--- config.mk ---
export PLATFORM = sky130hd
export DESIGN_NAME = expr_check_arbiter
export DESIGN_NICKNAME = d
export VERILOG_FILES = /design/src/rtl/expr_check_arbiter.sv
export SDC_FILE = /design/constraint.sdc
export NUM_CORES = 1
export LEC_CHECK = 0
export CELL_PAD_IN_SITES_DETAIL_PLACEMENT = 0
export CELL_PAD_IN_SITES_GLOBAL_PLACEMENT = 1
export CORE_MARGIN = 2
export CORE_UTILIZATION = 34
export CTS_CLUSTER_SIZE = 16
export DETAILED_ROUTE_END_ITERATION = 12
export PLACE_DENSITY = 0.82
export SETUP_SLACK_MARGIN = 0.3
export SYNTH_ARGS = -nofsm -noshare
export SYNTH_HDL_FRONTEND = slang
export SYNTH_SLANG_ARGS = --single-unit
export TNS_END_PERCENT = 5
--- constraint.sdc ---
create_clock -name clk -period 3.48 [get_ports clk]
set_input_delay 0.87 -clock clk [delete_from_list [all_inputs] [get_ports clk]]
set_output_delay 0.87 -clock clk [all_outputs]
set_load 0.03 [all_outputs]
--- src/rtl/expr_check_arbiter.sv ---
`default_nettype none
// ============================================================================
//  Module      : expr_check_arbiter
//  Description : Round-robin arbiter sharing one expression validator between
//                two byte-stream requesters. An owner is granted for a whole
//                expression (terminated by TERM); the grammar
//                digit((+|*)digit)* is checked one byte per cycle, and a
//                one-cycle result tagged with the owner id is produced.
//                Optional macro EXPR_EVAL_EN adds a left-to-right evaluator
//                (no precedence) that drives res_value.
//  Revision    : 1.0 - initial release
// ============================================================================
module expr_check_arbiter #(
  parameter logic [7:0] TERM    = 8'h3B,
  parameter int         TIMEOUT = 16,
  parameter int         VW      = 8
) (
  input  logic          clk,
  input  logic          clr,
  input  logic          req0_valid,
  input  logic [7:0]    req0_data,
  output logic          req0_ready,
  input  logic          req1_valid,
  input  logic [7:0]    req1_data,
  output logic          req1_ready,
  output logic          res_valid,
  output logic          res_ok,
  output logic          res_id,
  output logic [VW-1:0] res_value,
  output logic          busy
);

  // Idle counter only needs to hold TIMEOUT-1 before the abort fires.
  localparam int CW = (TIMEOUT > 1) ? $clog2(TIMEOUT) : 1;

  typedef enum logic [1:0] {
    IDLE   = 2'd0,
    ACTIVE = 2'd1,
    REPORT = 2'd2
  } state_t;

  typedef enum logic [1:0] {
    CHK_EXP_DIG = 2'd0,
    CHK_AFT_DIG = 2'd1,
    CHK_FAIL    = 2'd2
  } chk_t;

  state_t        state, state_nxt;
  chk_t          chk, chk_nxt;
  logic          owner;
  logic          last_grant;
  logic          ok_r;
  logic [CW-1:0] idle_cnt;

  logic          grant_owner;
  logic          any_valid;
  logic          sel_valid;
  logic [7:0]    sel_data;
  logic          xfer;
  logic          is_term;
  logic          is_digit;
  logic          is_op;
  logic          timeout_hit;

`ifdef EXPR_EVAL_EN
  logic [VW-1:0] acc;
  logic          mul_op;
  logic          first;
  logic [VW-1:0] dval;
`endif

  // Byte classification of the owner's stream and the arbitration decision.
  always_comb begin
    any_valid   = req0_valid | req1_valid;
    grant_owner = (req0_valid && req1_valid) ? ~last_grant : req1_valid;
    sel_valid   = owner ? req1_valid : req0_valid;
    sel_data    = owner ? req1_data  : req0_data;
    is_term     = (sel_data == TERM);
    is_digit    = (sel_data >= 8'h30) && (sel_data <= 8'h39);
    is_op       = (sel_data == 8'h2B) || (sel_data == 8'h2A);
    chk_nxt     = chk;
    unique case (chk)
      CHK_EXP_DIG: chk_nxt = is_digit ? CHK_AFT_DIG : CHK_FAIL;
      CHK_AFT_DIG: chk_nxt = is_op    ? CHK_EXP_DIG : CHK_FAIL;
      default:     chk_nxt = CHK_FAIL;
    endcase
  end

  // Top FSM state register; reset discards any partial expression.
  always_ff @(posedge clk or posedge clr) begin
    if (clr) state <= IDLE;
    else     state <= state_nxt;
  end

  // Next-state and output decode; outputs are zero outside their states.
  always_comb begin
    state_nxt   = state;
    req0_ready  = 1'b0;
    req1_ready  = 1'b0;
    res_valid   = 1'b0;
    res_ok      = 1'b0;
    res_id      = 1'b0;
    res_value   = '0;
    xfer        = 1'b0;
    timeout_hit = 1'b0;
    busy        = (state != IDLE);
    unique case (state)
      IDLE: begin
        if (any_valid) state_nxt = ACTIVE;
      end
      ACTIVE: begin
        req0_ready = ~owner;
        req1_ready = owner;
        xfer       = sel_valid;
        if (xfer) begin
          if (is_term) state_nxt = REPORT;
        end else if ((TIMEOUT != 0) && (idle_cnt == CW'(TIMEOUT - 1))) begin
          timeout_hit = 1'b1;
          state_nxt   = REPORT;
        end
      end
      REPORT: begin
        res_valid = 1'b1;
        res_ok    = ok_r;
        res_id    = owner;
`ifdef EXPR_EVAL_EN
        res_value = ok_r ? acc : '0;
`else
        res_value = '0;
`endif
        state_nxt = IDLE;
      end
      default: state_nxt = IDLE;
    endcase
  end

  // Grant bookkeeping, grammar checker and idle-cycle watchdog.
  always_ff @(posedge clk or posedge clr) begin
    if (clr) begin
      owner      <= 1'b0;
      last_grant <= 1'b1;
      chk        <= CHK_EXP_DIG;
      idle_cnt   <= '0;
      ok_r       <= 1'b0;
    end else begin
      unique case (state)
        IDLE: begin
          if (any_valid) begin
            owner    <= grant_owner;
            chk      <= CHK_EXP_DIG;
            idle_cnt <= '0;
            ok_r     <= 1'b0;
          end
        end
        ACTIVE: begin
          if (xfer) begin
            idle_cnt <= '0;
            if (is_term) ok_r <= (chk == CHK_AFT_DIG);
            else         chk  <= chk_nxt;
          end else if (timeout_hit) begin
            ok_r <= 1'b0;
          end else begin
            idle_cnt <= idle_cnt + 1'b1;
          end
        end
        REPORT: begin
          last_grant <= owner;
        end
        default: ;
      endcase
    end
  end

`ifdef EXPR_EVAL_EN
  // Digit value of the current byte, widened to the accumulator width.
  always_comb begin
    dval = VW'(sel_data[3:0]);
  end

  // Left-to-right accumulator: first digit loads, later digits apply the stored op.
  always_ff @(posedge clk or posedge clr) begin
    if (clr) begin
      acc    <= '0;
      mul_op <= 1'b0;
      first  <= 1'b1;
    end else if (state == IDLE) begin
      if (any_valid) begin
        acc    <= '0;
        mul_op <= 1'b0;
        first  <= 1'b1;
      end
    end else if ((state == ACTIVE) && xfer && !is_term) begin
      if ((chk == CHK_EXP_DIG) && is_digit) begin
        first <= 1'b0;
        if (first)       acc <= dval;
        else if (mul_op) acc <= acc * dval;
        else             acc <= acc + dval;
      end else if ((chk == CHK_AFT_DIG) && is_op) begin
        mul_op <= (sel_data == 8'h2A);
      end
    end
  end
`endif

endmodule
`default_nettype wire
# ---- Word-level counts from Yosys, hierarchy flattened
# Cells that the tools add are included.
dict set report totals {
  inputBits 20
  regBits 11
}
dict set report op_classes {
  add_sub_neg 1
  n_reduce_logical 12
  magnitude_cmp 2
  eq_ne 15
  bitwise 3
  n_mux 33
}
# operator count
set ops {}
lappend ops {{== test 8 x 6 -> 1 bit (second input constant)} 3}
lappend ops {{2-to-1 mux 2 bit} 9}
lappend ops {{2-to-1 mux 1 bit} 15}
lappend ops {{inequality test 3 bit (second input constant)} 5}
lappend ops {{2-to-1 mux 4 bit} 3}
lappend ops {{one-hot mux 2 bit (2 select lines)} 3}
lappend ops {{>= comparator 8 x 6 -> 1 bit (second input constant)} 1}
lappend ops {{less-or-equal comparator 8 x 6 -> 1 bit (second input constant)} 1}
lappend ops {{2-to-1 mux 8 bit} 1}
lappend ops {{one-hot mux 4 bit (2 select lines)} 1}
lappend ops {{AND reduction 4 bit} 2}
lappend ops {{inequality test 2 bit (second input constant)} 3}
lappend ops {{AND reduction 3 bit} 2}
lappend ops {{adder 4 x 1 -> 4 bit (second input constant)} 1}
lappend ops {{== test 2 x 1 -> 1 bit (second input constant)} 2}
lappend ops {{== test 4 bit (second input constant)} 1}
lappend ops {{logical NOT 2 bit} 2}
lappend ops {{nonzero test 2 bit} 2}
lappend ops {{== test 2 bit (second input constant)} 1}
lappend ops {{logical AND 1 bit} 2}
lappend ops {{NOT 1 bit} 2}
lappend ops {{one-hot mux 1 bit (2 select lines)} 1}
lappend ops {{AND reduction 2 bit} 1}
lappend ops {{logical OR 1 bit} 1}
lappend ops {{bitwise OR 1 bit} 1}

# ---- Longest topological paths before layout
dict set report depth {
  ltp_word 8
  depth_mapped 6
  mapped_depth_nobuf 5
}

# ---- Worst setup path before layout
# Ideal clock, no wire load.
dict set report synth_path {
  path_type {register to output}
  start {reg state[1]}
  end {out res_id}
  n_path_buf 0
  stages_incl_launch_ff 3
  slack_ns 1.242
  t_required_ns 2.610
  arrival_ns 1.368
  cell_sequence {dfrtp_1 > nor2b_1 > and2_1}
}
dict set report synth_via {
  elab_chain_len 2
}
# item line
set synth_lines {}
lappend synth_lines {{from (decl)} 48} ;# state_t state, state_nxt;
lappend synth_lines {{from (signal assigned)} 92} ;# else state <= state_nxt;
lappend synth_lines {{== test 2 bit} 107} ;# unique case (state)
lappend synth_lines {{2-to-1 mux 1 bit} 107}
lappend synth_lines {{to (decl)} 28} ;# output logic res_id,
# No other way between the ends.

# ---- Worst setup path after layout
dict set report layout_path {
  start {reg state[1]}
  end {out req0_ready}
}
dict set report layout_via {
  elab_chain_len 2
}
# item line
set layout_lines {}
lappend layout_lines {{== test 2 x 1 -> 1 bit} 107}
lappend layout_lines {{2-to-1 mux 1 bit} 107}
lappend layout_lines {{to (decl)} 22} ;# output logic req0_ready,
# No other way between the ends.

==> impl_metrics.tcl <==
set metrics [dict create \
    instances_no_fill 145 \
    cts_hold_buf 0 \
    syn_inst 89 \
    track_usage_pct 14.5 \
    drive_gt1_share_pct 19.1 \
    ys_ff_latch 11 \
    outcome "completed" \
    worstPathArrival_ps 1830 \
    peakVddDrop_v 0.000434 \
    worstSetupPathType "reg2out" \
    finalPower_mw 0.708 \
    ios 34 \
    cap_violations 0 \
    first_global_vias 725 \
    placed_cells 141 \
    grt_pass1_wl_mm 3.08 \
    ys.flop_type "dfrtp_1" \
    wl_mm 1.96 \
    cp_cell_sequence "nand2b_1 > nor2_1 > clkdlybuf4s50_1" \
    die_h_um 54.8 \
    final.setup.worst_slack_ps 781 \
    dp_hpwl_mm 1.52 \
    max_freq_mhz 371 \
    tightest_slew_ps 549 \
    grt_max_degree 20 \
    fin_nets 137 \
    clkSinkCount 11 \
    core_um2 2450 \
    setup_violations 0 \
    cpMaxStageDelayCell "clkdlybuf4s50_1" \
    cts_setup_buffers 0 \
    htree_levels 1 \
    clk_transition_reported_paths_ps 70 \
    firstDrtPassIters 4 \
    antenna_found_initial 0 \
    grt.overflow.total 0 \
    ctsResizeCount 0 \
    worstSkewPairLatency_ps 270 \
    cts_buffers 3 \
    hold_viol 0 \
    critical_path.max_fanout 7 \
    drtIter0Drc 7 \
    cp-end-kind "output pin" \
    n_antenna_cell 0 \
    die_w_um 54.8 \
    syn_to_final_growth_pct 29.4 \
    port-buffer-count 25 \
    netlist_area_um2 876 \
    hp-class "reg2reg" \
    post-route-util_pct 46.2 \
    cts_tree "yes" \
    rsz0062_at_grt "false" \
    finClkSkew_ps 2.72 \
    tns_ps 0 \
    rows 18 \
    yosysUniqueCellTypes 47 \
    via_per_inst 5.14 \
    ys_async_sr_fraction_pct 100 \
    slowest_delay_ps 680 \
    drc_errors 0 \
    postRouteAntennaNets 0 \
    p_leak_nw 0.471 \
    cp_data_required_time_ps 2610 \
    ys_seq_area_share_pct 31.6 \
    post_drt_wl_per_cell_um 13.5 \
    relSlewSlack_pct 63.4 \
    syn_area_per_cell_um2 9.84 \
    clock_path_buffers 2 \
    p_per_area_nw_per_um2 625 \
    min_period_ps 2700 \
    vias 746 \
    slew_viol_final 0 \
    cts-root-buf "clkbuf_4" \
    synth_edf_count 0 \
    startpoint_type "flop" \
    fin_crit_sh_pct 77.5 \
    place_ws_ps 894 \
    place_congestion 0.729 \
    die_area_um2 3000 \
    initial_core_util_pct 35.7 \
    synth_warnings 0 \
]
-- kinds of logic (layout without fill, tap and decap cells) --
kind of cell	Yosys count	in the layout	share of synthesized area, %
AOI/OAI and AO/OA	22	22	21.3
xor gates and xnor gates	1	1	1.00
adders and majority gates	1	1	1.43
buffers and inverters	15	34	11.6
DFF	11	11	31.6
muxes	5	5	6.86
other	1	8	0.428
and+or+nand+nor	33	33	25.9
-- layout make-up --
class / instances / area, um^2
fill: 245 / 1320
multi-input combinational: 70 / 524
tap: 30 / 37.5
inverter: 5 / 18.8
timing repair buffer: 25 / 250
clock buffer: 4 / 26.3
sequential: 11 / 277
-- per-layer routing --
metal	vias up	global-route usage, %	wire (um)
li1	365	-	-
met1	349	18.1	857
met2	30	24.8	952
met3	2	1.64	137
met4	0	6.25	12
met5	-	0	0
-- final timing paths --
| check | from | to | slack [ps] | depth (start not counted) |
|---|---|---|---|---|
| max | state[1]$_DFFE_PP0P_ | req0_ready | 780 | 3 |
| min | idle_cnt[1]$_DFFE_PP0P_ | idle_cnt[1]$_DFFE_PP0P_ | 540 | 1 |
| max reg2reg | owner$_DFFE_PP0P_ | chk[0]$_DFFE_PP0P_ | 1650 | 4 |
| min reg2reg | idle_cnt[1]$_DFFE_PP0P_ | idle_cnt[1]$_DFFE_PP0P_ | 540 | 1 |
| max in group asynchronous | clr | last_grant$_DFFE_PP1P_ | 2250 | 2 |
| min in group asynchronous | clr | idle_cnt[1]$_DFFE_PP0P_ | 900 | 2 |
-- report_power, final --
group / internal, mW / leakage, nW / switching (mW)
Clock: 0.0443 / 0.0150 / 0.0432
Combinational: 0.184 / 0.316 / 0.201
Sequential: 0.172 / 0.141 / 0.0633
Total: 0.401 / 0.471 / 0.308
-- stage by stage --
step,instance area [um^2],hold slack (ps)
3_3_place_gp,1110,519
3_5_place_dp,1110,522
5_1_grt,1130,561
2_1_floorplan,902,493
4_1_cts,1130,547
6_report,1130,544
-- cell usage after synthesis, types with 2 or more instances --
cell | count | area, um^2
nand3_1 | 2 | 10.0
mux2_2 | 4 | 45.0
buf_6 | 2 | 22.5
a21oi_1 | 3 | 15.0
dfrtp_1 | 10 | 250
buf_4 | 8 | 60.1
o21ai_0 | 2 | 10.0
and2_1 | 3 | 18.8
o211ai_1 | 3 | 22.5
nor2_1 | 6 | 22.5
inv_1 | 5 | 18.8
a22o_1 | 2 | 17.5
nand2b_1 | 3 | 18.8
nor3_1 | 3 | 15.0
-- worst max-delay path, delay by kind of cell (launching register included) --
| family | cells | cell delay (ps) |
|---|---|---|
| DFF | 1 | 450 |
| and+or+nand+nor | 2 | 430 |
| buffers and inverters | 1 | 680 |
-- flip-flops by register name, summed over array words and instances, names as in the netlist --
register,flops
idle_cnt,4
ok_r,1
state,2
owner,1
chk,2
last_grant,1
-- layout by cell type, fill, tap and decap left out, drive strengths merged, types with 2 or more instances in the layout --
master	n
a21oi	3
dfrtp	10
and2	3
nor3	4
o22ai	2
inv	5
nor3b	3
nand2b	3
nand3	2
o211ai	4
clkbuf	4
clkdlybuf4s50	25
or2	2
o31ai	2
a22o	2
mux2	5
o21ai	2
nor2	6
conb	8
Note: power is estimated with default switching activity, not from simulation.
